[src/rtl/cmp_pkg.sv]
// Shared encodings for the serial nibble comparator: result codes, slice width
// and sequencer states.
package cmp_pkg;

  localparam logic [2:0] CMP_GT = 3'b100;
  localparam logic [2:0] CMP_LT = 3'b010;
  localparam logic [2:0] CMP_EQ = 3'b001;

  localparam int NIB_W = 4;

  typedef enum logic [1:0] {
    ST_IDLE = 2'd0,
    ST_RUN  = 2'd1,
    ST_DONE = 2'd2
  } state_t;

endpackage

[src/rtl/nibble_cmp.sv]
// Combinational 4-bit magnitude compare slice returning one-hot {gt,lt,eq}.
module nibble_cmp
  import cmp_pkg::*;
(
  input  logic [NIB_W-1:0] iA,
  input  logic [NIB_W-1:0] iB,
  output logic [2:0]       oRes
);

  always_comb begin
    oRes = CMP_EQ;
    if (iA > iB) begin
      oRes = CMP_GT;
    end else if (iA < iB) begin
      oRes = CMP_LT;
    end
  end

endmodule

[src/rtl/serial_compare_ctrl.sv]
// Wide-operand comparator that walks one nibble per clock, MSB first, through a
// single shared slice. Build option: CMP_EARLY_EXIT_EN stops at the first difference.
module serial_compare_ctrl
  import cmp_pkg::*;
#(
  parameter int WIDTH = 16
) (
  input  logic             iClk,
  input  logic             iRst,
  input  logic             iStart,
  input  logic [WIDTH-1:0] iData_a,
  input  logic [WIDTH-1:0] iData_b,
  input  logic [2:0]       iData,
  output logic             oBusy,
  output logic             oDone,
  output logic [2:0]       oData
);

  localparam int NIB   = WIDTH / NIB_W;
  localparam int IDX_W = (NIB > 1) ? $clog2(NIB) : 1;

  state_t             state_q, state_d;
  logic [IDX_W-1:0]   idx_q, idx_d;
  logic [WIDTH-1:0]   a_q, a_d;
  logic [WIDTH-1:0]   b_q, b_d;
  logic [2:0]         casc_q, casc_d;
  logic [2:0]         acc_q, acc_d;
  logic [2:0]         data_q, data_d;
  logic               done_q, done_d;

  logic [WIDTH-1:0]   a_sh, b_sh;
  logic [NIB_W-1:0]   a_nib, b_nib;
  logic [2:0]         slice_res;
  logic               leave_run;

  // The single slice sees whichever nibble idx currently points at.
  assign a_sh  = a_q >> (NIB_W * idx_q);
  assign b_sh  = b_q >> (NIB_W * idx_q);
  assign a_nib = a_sh[NIB_W-1:0];
  assign b_nib = b_sh[NIB_W-1:0];

  nibble_cmp u_slice (
    .iA   (a_nib),
    .iB   (b_nib),
    .oRes (slice_res)
  );

  always_comb begin
    state_d   = state_q;
    idx_d     = idx_q;
    a_d       = a_q;
    b_d       = b_q;
    casc_d    = casc_q;
    acc_d     = acc_q;
    data_d    = data_q;
    leave_run = 1'b0;
    done_d    = (state_q == ST_DONE);

    case (state_q)
      ST_IDLE: begin
        if (iStart) begin
          a_d     = iData_a;
          b_d     = iData_b;
          casc_d  = iData;
          idx_d   = IDX_W'(NIB - 1);
          acc_d   = CMP_EQ;
          state_d = ST_RUN;
        end
      end
      ST_RUN: begin
        // First differing nibble wins; later nibbles cannot overturn it.
        if (acc_q == CMP_EQ) begin
          acc_d = slice_res;
        end
        idx_d     = idx_q - IDX_W'(1);
        leave_run = (idx_q == '0);
`ifdef CMP_EARLY_EXIT_EN
        if (acc_d != CMP_EQ) begin
          leave_run = 1'b1;
        end
`endif
        if (leave_run) begin
          state_d = ST_DONE;
          data_d  = ((acc_d == CMP_GT) || (acc_d == CMP_LT)) ? acc_d : casc_q;
        end
      end
      ST_DONE: begin
        state_d = ST_IDLE;
      end
      default: begin
        state_d = ST_IDLE;
      end
    endcase
  end

  always_ff @(posedge iClk or posedge iRst) begin
    if (iRst) begin
      state_q <= ST_IDLE;
      idx_q   <= '0;
      a_q     <= '0;
      b_q     <= '0;
      casc_q  <= '0;
      acc_q   <= '0;
      data_q  <= '0;
      done_q  <= 1'b0;
    end else begin
      state_q <= state_d;
      idx_q   <= idx_d;
      a_q     <= a_d;
      b_q     <= b_d;
      casc_q  <= casc_d;
      acc_q   <= acc_d;
      data_q  <= data_d;
      done_q  <= done_d;
    end
  end

  assign oBusy = (state_q != ST_IDLE);
  assign oDone = done_q;
  assign oData = data_q;

endmodule

[config.mk]
export PLATFORM = sky130hd
export DESIGN_NAME = serial_compare_ctrl
export DESIGN_NICKNAME = d
export VERILOG_FILES = /design/src/rtl/cmp_pkg.sv /design/src/rtl/nibble_cmp.sv /design/src/rtl/serial_compare_ctrl.sv
export SDC_FILE = /design/constraint.sdc
export NUM_CORES = 1
export LEC_CHECK = 0
export ABC_AREA = 0
export CAP_MARGIN = 25
export CORE_MARGIN = 3
export CORE_UTILIZATION = 51
export CTS_CLUSTER_DIAMETER = 40
export DETAILED_ROUTE_END_ITERATION = 8
export PLACE_DENSITY = 0.79
export SETUP_SLACK_MARGIN = 0.1
export SLEW_MARGIN = 10
export SYNTH_ARGS = -nofsm -noshare
export SYNTH_HDL_FRONTEND = slang
export SYNTH_SLANG_ARGS = --single-unit
[constraint.sdc]
create_clock -name iClk -period 3.05 [get_ports iClk]
set_input_delay 0.61 -clock iClk [delete_from_list [all_inputs] [get_ports iClk]]
set_output_delay 0.61 -clock iClk [all_outputs]
set_load 0.03 [all_outputs]
# Yosys cells after proc, flatten, opt, wreduce, memory -nomap -nowiden

Index checks and enable logic that the tools add are counted.

Register bits: 46
Output and inout bits: 5
Logic and storage cells: 41

$add $sub $neg: 1
Order comparisons: 2
Eq/ne operators: 7
Shift operators: 2
Mux-type cells: 12
Reduce and logical (&&, ||, !) cells: 9

Operators by type and width:

| kind                                                                | count |
|---|---|
| 16-bit by 4-bit right shift with 4-bit output                       | 2 |
| 3-bit two-way mux                                                   | 5 |
| 2-bit two-way mux                                                   | 4 |
| 2-bit one-hot mux with 2 select lines                               | 2 |
| 2-bit AND reduction                                                 | 4 |
| 3-bit one-hot mux with 2 select lines                               | 1 |
| 4-bit > comparator                                                  | 1 |
| 2-bit logical NOT                                                   | 2 |
| 4-bit less-than comparator                                          | 1 |
| 2-bit inequality test (second input constant)                       | 2 |
| 2-bit nonzero test                                                  | 2 |
| 3-bit by 1-bit == test with 1-bit output (second input constant)    | 1 |
| 3-bit by 2-bit == test with 1-bit output (second input constant)    | 1 |
| 3-bit == test (second input constant)                               | 1 |
| 2-bit by 1-bit == test with 1-bit output (second input constant)    | 1 |
| 2-bit == test (second input constant)                               | 1 |
| 2-bit by 1-bit subtractor with 2-bit output (second input constant) | 1 |
| 1-bit logical OR                                                    | 1 |

# Logic depth before layout (Yosys ltp)

Gate-level depths: netlist (run 1).

Depth after elaboration: 9
Depth in mapped cells: 8
Gate-level depth less buffers: 7

# Hierarchy

From an unflattened synthesis (run 1), not the netlist that was laid out.

Cells, all modules: 154
Area, all modules: 2,158.3 um2

Modules (own cells, without submodules):

| module              | times used | cells an instance | area each (um2) |
|---|---|---|---|
| serial_compare_ctrl | 1          | 138               | 2,031.9 |
| nibble_cmp          | 1          | 16                | 126.4 |

# Least setup slack after synthesis (run 1)

Ideal clock, no wire load.

Path type: register to register
From: register idx_q[0]
To: register data_q[2] (netlist: oData[2])
Arrival: 2.395 ns
Slack: 0.531 ns
Cell stages (with the launch flop): 8
Clock period less this slack: 2.519 ns
Path through: dfrtp_1 -> buf_2 -> mux4_2 -> ha_1 -> a211o_1 -> o32a_1 -> nor3b_1 -> a211o_1

Longest elaborated chain between the ends: 9

RTL lines:

| element                                                                          | RTL line                                             | RTL |
|---|---|---|
| start, declared                                                                  | serial_compare_ctrl.sv:23                            | `logic [IDX_W-1:0] idx_q, idx_d;` |
| start signal, assigned                                                           | serial_compare_ctrl.sv:108                           | `idx_q <= idx_d;` |
| 16-bit by 4-bit right shift with 4-bit output, on equally long branches          | serial_compare_ctrl.sv:37, serial_compare_ctrl.sv:38 |  |
| 4-bit less-than comparator                                                       | nibble_cmp.sv:14                                     | `end else if (iA < iB) begin` |
| 2-bit two-way mux                                                                | nibble_cmp.sv:14                                     |  |
| 3-bit two-way mux                                                                | nibble_cmp.sv:12                                     | `if (iA > iB) begin` |
| 3-bit two-way mux                                                                | serial_compare_ctrl.sv:72                            | `if (acc_q == CMP_EQ) begin` |
| 3-bit two-way mux                                                                | serial_compare_ctrl.sv:59                            | `case (state_q)` |
| 3-bit == test / 3-bit by 2-bit == test with 1-bit output (equally long branches) | serial_compare_ctrl.sv:84                            | `data_d = ((acc_d == CMP_GT) \|\| (acc_d == CMP_LT)) ? acc_d : casc_q;` |
| 1-bit logical OR                                                                 | serial_compare_ctrl.sv:84                            |  |
| 3-bit two-way mux                                                                | serial_compare_ctrl.sv:84                            |  |
| end signal, assigned                                                             | serial_compare_ctrl.sv:113                           | `data_q <= data_d;` |
| end, declared                                                                    | serial_compare_ctrl.sv:28                            | `logic [2:0] data_q, data_d;` |

Parallel ways exist; a longest one is shown, timed or not. The select of a mux whose other input is x is not followed.
A chain may end at the register's enable or synchronous reset.

# Final worst setup path (run 1)

Ends and elaborated chain as after synthesis.

==> flow_metrics.py, run 1 <==
metrics = {
    "status": {
        "outcome": "complete, no violations",
    },
    "synth": {
        "avgSynthCellArea_um2": 13.8,
        "synth-main-ff-cell": "dfrtp_1",
        "synthTopCellsByArea": "dfrtp_1 52%, mux2_2 17%, mux4_2 8.1%, ha_1 2.8%, buf_6 2.0%",
        "yosys.area.top_type": "dfrtp_1",
        "syn_nets": 204,
        "ys_ff_latch": 46,
        "synth_commonest_cells": "46 x dfrtp_1, 33 x mux2_2, 10 x inv_1",
        "syn_area_mm2": 0.00221,
        "async_flop_share": 1.00,
        "synth_cells": 161,
        "synth_seq_area_share": 0.520,
        "yosysUniqueCellTypes": 34,
        "yosysWarnings": 0,
        "synth_edf_count": 0,
        "synth_top_area_frac": 0.520,
        "synth.most_common_cell": "dfrtp_1",
    },
    "clock_tree": {
        "post-cts-setup-buffers": 0,
        "ctsLongestPathBuffers": 2,
        "postCtsHoldBufs": 0,
        "insertion_delay_ns": 0.30,
        "clkTransAtPathRegs_ns": 0.08,
        "cts_made_buffers": 5,
        "h-tree-depth": 2,
        "cts_sinks": 46,
        "root_buffer": "clkbuf_8",
        "ctsResizeCount": 0,
        "cts_tree": "done",
    },
    "sta": {
        "relSlewSlack": 0.592,
        "worst_slew_pin_slew_ns": 0.611,
        "fmax_mhz": 379,
        "finalMaxSlewViolations": 0,
        "tns_ns": 0,
        "fin_ws_ns": 0.409,
        "finClkSkew_ns": 0.00839,
        "finalCritPeriodShare": 0.866,
        "post-route-min-period_ns": 2.64,
        "hold_viol_final": 0,
        "rsz0062_at_grt": "false",
        "setup_violations": 0,
    },
    "final_layout": {
        "final_util": 0.670,
        "area_growth_syn_to_layout_pct": 23.6,
        "nNetsFinal": 248,
        "antenna_cells": 0,
        "final_layout_size_suffix_gt1_frac": 0.259,
        "nFillCells": 300,
    },
    "route": {
        "maxUsedRoutingLayer": "met4",
        "met3_length_um": 231,
        "drtPass1Iterations": 4,
        "wl_per_cell_um": 16.6,
        "postRouteAntennaNets": 0,
        "drt_iter0_drc": 130,
        "route.met2.wl_um": 2230,
        "drt-met1-wl_um": 1700,
        "vias": 1423,
        "drt-total-wl_um": 4240,
        "route.detailed.drc": 0,
        "vias_per_cell": 5.58,
    },
    "worst_setup_path": {
        "arrival_ns": 2.83,
        "cp_max_fo": 7,
        "cp.required_ns": 3.24,
        "cp-start-kind": "flip-flop",
        "worstSetupPathType": "flip-flop to flip-flop",
        "endpoint_kind": "flip-flop",
    },
    "run": {
        "drv_cap": 0,
    },
    "global_routing": {
        "grt-ovfl-total": 0,
        "track_usage": 0.186,
        "grt_pass1_wl_um": 7300,
        "grt_max_degree": 47,
        "antenna_found_initial": 0,
        "grt_pass1_vias": 1522,
    },
    "floorplan": {
        "die_height_um": 71.9,
        "start_util": 0.542,
        "core_area_mm2": 0.00409,
        "io_pins": 43,
        "rows": 23,
        "die_x_um": 71.9,
        "die_area_mm2": 0.00517,
    },
    "power": {
        "power_density_mw_per_mm2": 1050,
        "p_leak_nw": 1.17,
        "vdd_drop_max_uv": 522,
    },
    "placement": {
        "hpwl_um": 3180,
        "dp_slack_ns": 0.405,
        "io_buffers": 42,
        "gp_congestion": 0.942,
    },
    "min_path": {
        "hp-class": "flip-flop to flip-flop",
    },
}
## cells in the final DEF, fill, tap and decap left out, types with 3 or more instances in the layout
cell,Yosys,routed
a21oi_1,5,5
buf_4,0,3
clkbuf_8,0,5
clkdlybuf4s50_1,0,42
dfrtp_1,46,46
ha_1,5,5
inv_1,10,9
mux2_2,33,33
mux4_2,8,8
nand2_1,6,6
nor2_1,8,8
nor2b_1,3,3
## state kept, by name (all words and copies together), names as in the netlist
name,count
a_q,16
oDone,1
idx_q,2
state_q,2
casc_q,3
b_q,16
acc_q,3
oData,3
## stage by stage
| stage | hold slack [ns] | power [mW] | instance area (µm²) | cells |
|---|---|---|---|---|
| after floorplan | 0.452 | 2.19 | 2210 | 161 |
| after CTS | 0.492 | 2.91 | 2740 | 255 |
| after global placement | 0.469 | 2.45 | 2660 | 248 |
| final | 0.488 | 2.88 | 2740 | 255 |
| after detailed placement | 0.475 | 2.55 | 2660 | 248 |
| after global routing | 0.519 | 3.11 | 2740 | 255 |
## layer usage
| layer | vias up | GRT usage |
|---|---|---|
| met5 | - | 0 |
| met4 | 0 | 0.0710 |
| met2 | 49 | 0.317 |
| li1 | 662 | - |
| met3 | 8 | 0.0540 |
| met1 | 704 | 0.223 |
## worst max-delay path, stage by stage, from the launching register on
cell and delay [ns]:
dfrtp_1 0.53, buf_4 0.22, mux4_2 0.49, inv_1 0.07, ha_1 0.23, nor2b_1 0.16
o211ai_1 0.34, a2111oi_0 0.18, a211o_1 0.31
## kinds of logic (layout without fill, tap and decap cells)
family	count (synthesis)	after routing	synth area share
DFF	46	46	0.520
muxes	44	44	0.264
and+or+nand+nor	26	26	0.0667
AOI/OAI and AO/OA	20	20	0.0684
buffers and inverters	18	62	0.0452
adders and majority gates	5	5	0.0282
xor gates and xnor gates	2	2	0.00791
## final timing paths
path,endpoint,slack [ns],depth (start not counted),startpoint
max,oData[2]$_DFFE_PP0P_,0.41,8,idx_q[0]$_DFFE_PP0P_
max reg2reg,oData[2]$_DFFE_PP0P_,0.41,8,idx_q[0]$_DFFE_PP0P_
min in group asynchronous,b_q[6]$_DFFE_PP0P_,0.74,3,iRst
max in group asynchronous,a_q[15]$_DFFE_PP0P_,1.90,3,iRst
min reg2reg,a_q[10]$_DFFE_PP0P_,0.49,1,a_q[10]$_DFFE_PP0P_
min,a_q[10]$_DFFE_PP0P_,0.49,1,a_q[10]$_DFFE_PP0P_
## area by class of cell
| type | count | area (µm²) | share of cell area |
|---|---|---|---|
| Sequential cell | 46 | 1150 | 0.421 |
| Multi-Input combinational cell | 97 | 963 | 0.352 |
| Timing Repair Buffer | 45 | 443 | 0.162 |
| Clock buffer | 5 | 68.8 | 0.0251 |
| Tap cell | 50 | 62.6 | 0.0229 |
| Inverter | 10 | 37.5 | 0.0137 |
| Clock inverter | 2 | 10.0 | 0.00366 |
## where the power goes
part / leakage [nW] / total (mW) / switching [mW] / internal [mW]
sequential: 0.549 / 1.14 / 0.227 / 0.912
clock: 0.0438 / 0.347 / 0.193 / 0.154
combinational: 0.574 / 1.40 / 0.625 / 0.772
Power figures use the tool's default switching activity.
==> run 2, diff against run 1 <==
CORE_MARGIN = unset   (was 3)
==> run 2 against run 1 <==
Utilization increased by 0.77 points. Worst setup slack lost 0.0057 ns. Non-clock buffer count did not move. Sequential share of layout area decreased by 0.48 points. Clock power is 29% higher. Register-to-register slack barely moved. Critical path depth down 1. Final cell count rose by 0.39%. Clock skew about the same. Sequential power hardly changed. Design area up 1.1%.
==> flow_metrics.py, run 2 (synthesis gave the netlist of run 1 again) <==
metrics = {
    "final_layout": {
        "antenna_cells": 0,
        "layout_common_cells": "46 x dfrtp_1, 42 x clkdlybuf4s50_1, 33 x mux2_2, 9 x inv_1",
        "reg_top3": "a_q (16), b_q (16)",
        "fin_area_mm2": 0.00277,
        "area_growth_syn_to_layout_pct": 25.0,
        "final_util": 0.677,
        "final_layout_size_suffix_gt1_frac": 0.257,
        "nNetsFinal": 248,
        "layout_commonest_cell": "dfrtp_1",
    },
    "placement": {
        "gp_congestion": 0.891,
        "hpwl_um": 3050,
        "placed_area_mm2": 0.00266,
        "dp_slack_ns": 0.422,
        "io_buffers": 42,
    },
    "clock_tree": {
        "cts_made_buffers": 5,
        "h-tree-depth": 2,
        "cts_tree": "done",
        "ctsLongestPathBuffers": 2,
        "root_buffer": "clkbuf_8",
        "insertion_delay_ns": 0.30,
        "ctsResizeCount": 0,
        "cts_sinks": 46,
        "post-cts-setup-buffers": 0,
        "clkTransAtPathRegs_ns": 0.08,
        "postCtsHoldBufs": 0,
    },
    "sta": {
        "finalCritPeriodShare": 0.868,
        "post-route-min-period_ns": 2.65,
        "setup_violations": 0,
        "relSlewSlack": 0.591,
        "tns_ns": 0,
        "whs_ns": 0.497,
        "fin_ws_ns": 0.403,
        "rsz0062_at_grt": "false",
        "hold_viol_final": 0,
        "worst_slew_pin_slew_ns": 0.613,
        "finClkSkew_ns": 0.00864,
        "fmax_mhz": 378,
        "finalMaxSlewViolations": 0,
    },
    "floorplan": {
        "core_area_mm2": 0.00409,
        "start_util": 0.542,
        "rows": 23,
        "die_x_um": 67.9,
        "io_pins": 43,
        "die_area_mm2": 0.00461,
        "die_height_um": 67.9,
    },
    "route": {
        "drtPass1Iterations": 4,
        "wl_per_cell_um": 16.0,
        "drt_iter0_drc": 87,
        "vias": 1417,
        "vias_per_cell": 5.54,
        "postRouteAntennaNets": 0,
        "route.detailed.drc": 0,
        "drt-total-wl_um": 4090,
    },
    "global_routing": {
        "grt_busiest_layer": "met2",
        "grt_pass1_vias": 1458,
        "grt_use_met1": 0.273,
        "track_usage": 0.213,
        "grt_max_degree": 47,
        "grt-ovfl-total": 0,
        "antenna_found_initial": 0,
        "grt_pass1_wl_um": 6910,
        "gr-usage-met2": 0.339,
        "met3_usage": 0.0700,
    },
    "status": {
        "outcome": "complete, no violations",
    },
    "run": {
        "drv_cap": 0,
    },
    "min_path": {
        "hp-class": "flip-flop to flip-flop",
    },
    "worst_setup_path": {
        "worstSetupPathType": "flip-flop to flip-flop",
        "endpoint_kind": "flip-flop",
        "cp.required_ns": 3.29,
        "cp_max_fo": 6,
        "cp-start-kind": "flip-flop",
        "arrival_ns": 2.89,
    },
    "power": {
        "p_leak_nw": 1.17,
        "vdd_drop_max_uv": 573,
        "power_density_mw_per_mm2": 1070,
    },
}
==> run 2: cell count changes in the layout (fill, tap and decap cells not counted), sizes merged <==
cell      change
bufinv        +1
clkbuf        +1
clkinv        -2
clkinvlp      +1
==> run 2: layout make-up <==
cell class,instances,area [µm²]
multi-input combinational,97,963
timing repair buffer,45,443
tap,50,62.6
clock inverter,2,37.5
sequential,46,1150
inverter,10,37.5
fill,298,1320
clock buffer,6,72.6
==> run 2: path summary, 6_finish.rpt <==
| kind | start | to | slack (ns) | cells past startpoint |
|---|---|---|---|---|
| max | idx_q[0]$_DFFE_PP0P_ | oData[2]$_DFFE_PP0P_ | 0.40 | 7 |
| min | a_q[10]$_DFFE_PP0P_ | a_q[10]$_DFFE_PP0P_ | 0.50 | 1 |
| min reg2reg | a_q[10]$_DFFE_PP0P_ | a_q[10]$_DFFE_PP0P_ | 0.50 | 1 |
| max reg2reg | idx_q[0]$_DFFE_PP0P_ | oData[2]$_DFFE_PP0P_ | 0.40 | 7 |
| min in group asynchronous | iRst | casc_q[1]$_DFFE_PP0P_ | 0.75 | 3 |
| max in group asynchronous | iRst | oData[2]$_DFFE_PP0P_ | 1.90 | 3 |
==> run 2: power breakdown <==
group	switching [mW]	internal, mW	total [mW]
combinational	0.606	0.767	1.37
sequential	0.224	0.912	1.14
clock	0.204	0.244	0.448
total	1.03	1.92	2.96
==> run 2: per-stage QoR <==
step	total power, mW	instances
floorplan	2.19	161
global placement	2.46	248
detailed placement	2.53	248
CTS	2.98	256
global route	3.18	256
finish	2.96	256
==> run 2: metal layers <==
layer | up-vias | part of all wire
li1 | 668 | -
met1 | 714 | 0.45
met2 | 29 | 0.50
met3 | 6 | 0.038
met4 | 0 | 0.015
met5 | - | 0
==> run 2: worst max-delay path, stage by stage, from the launching register on <==
cell	delay [ns]
dfrtp_1	0.51
buf_4	0.23
mux4_2	0.52
ha_1	0.30
nor2b_1	0.17
o211ai_1	0.16
a2111oi_0	0.50
a211o_1	0.19
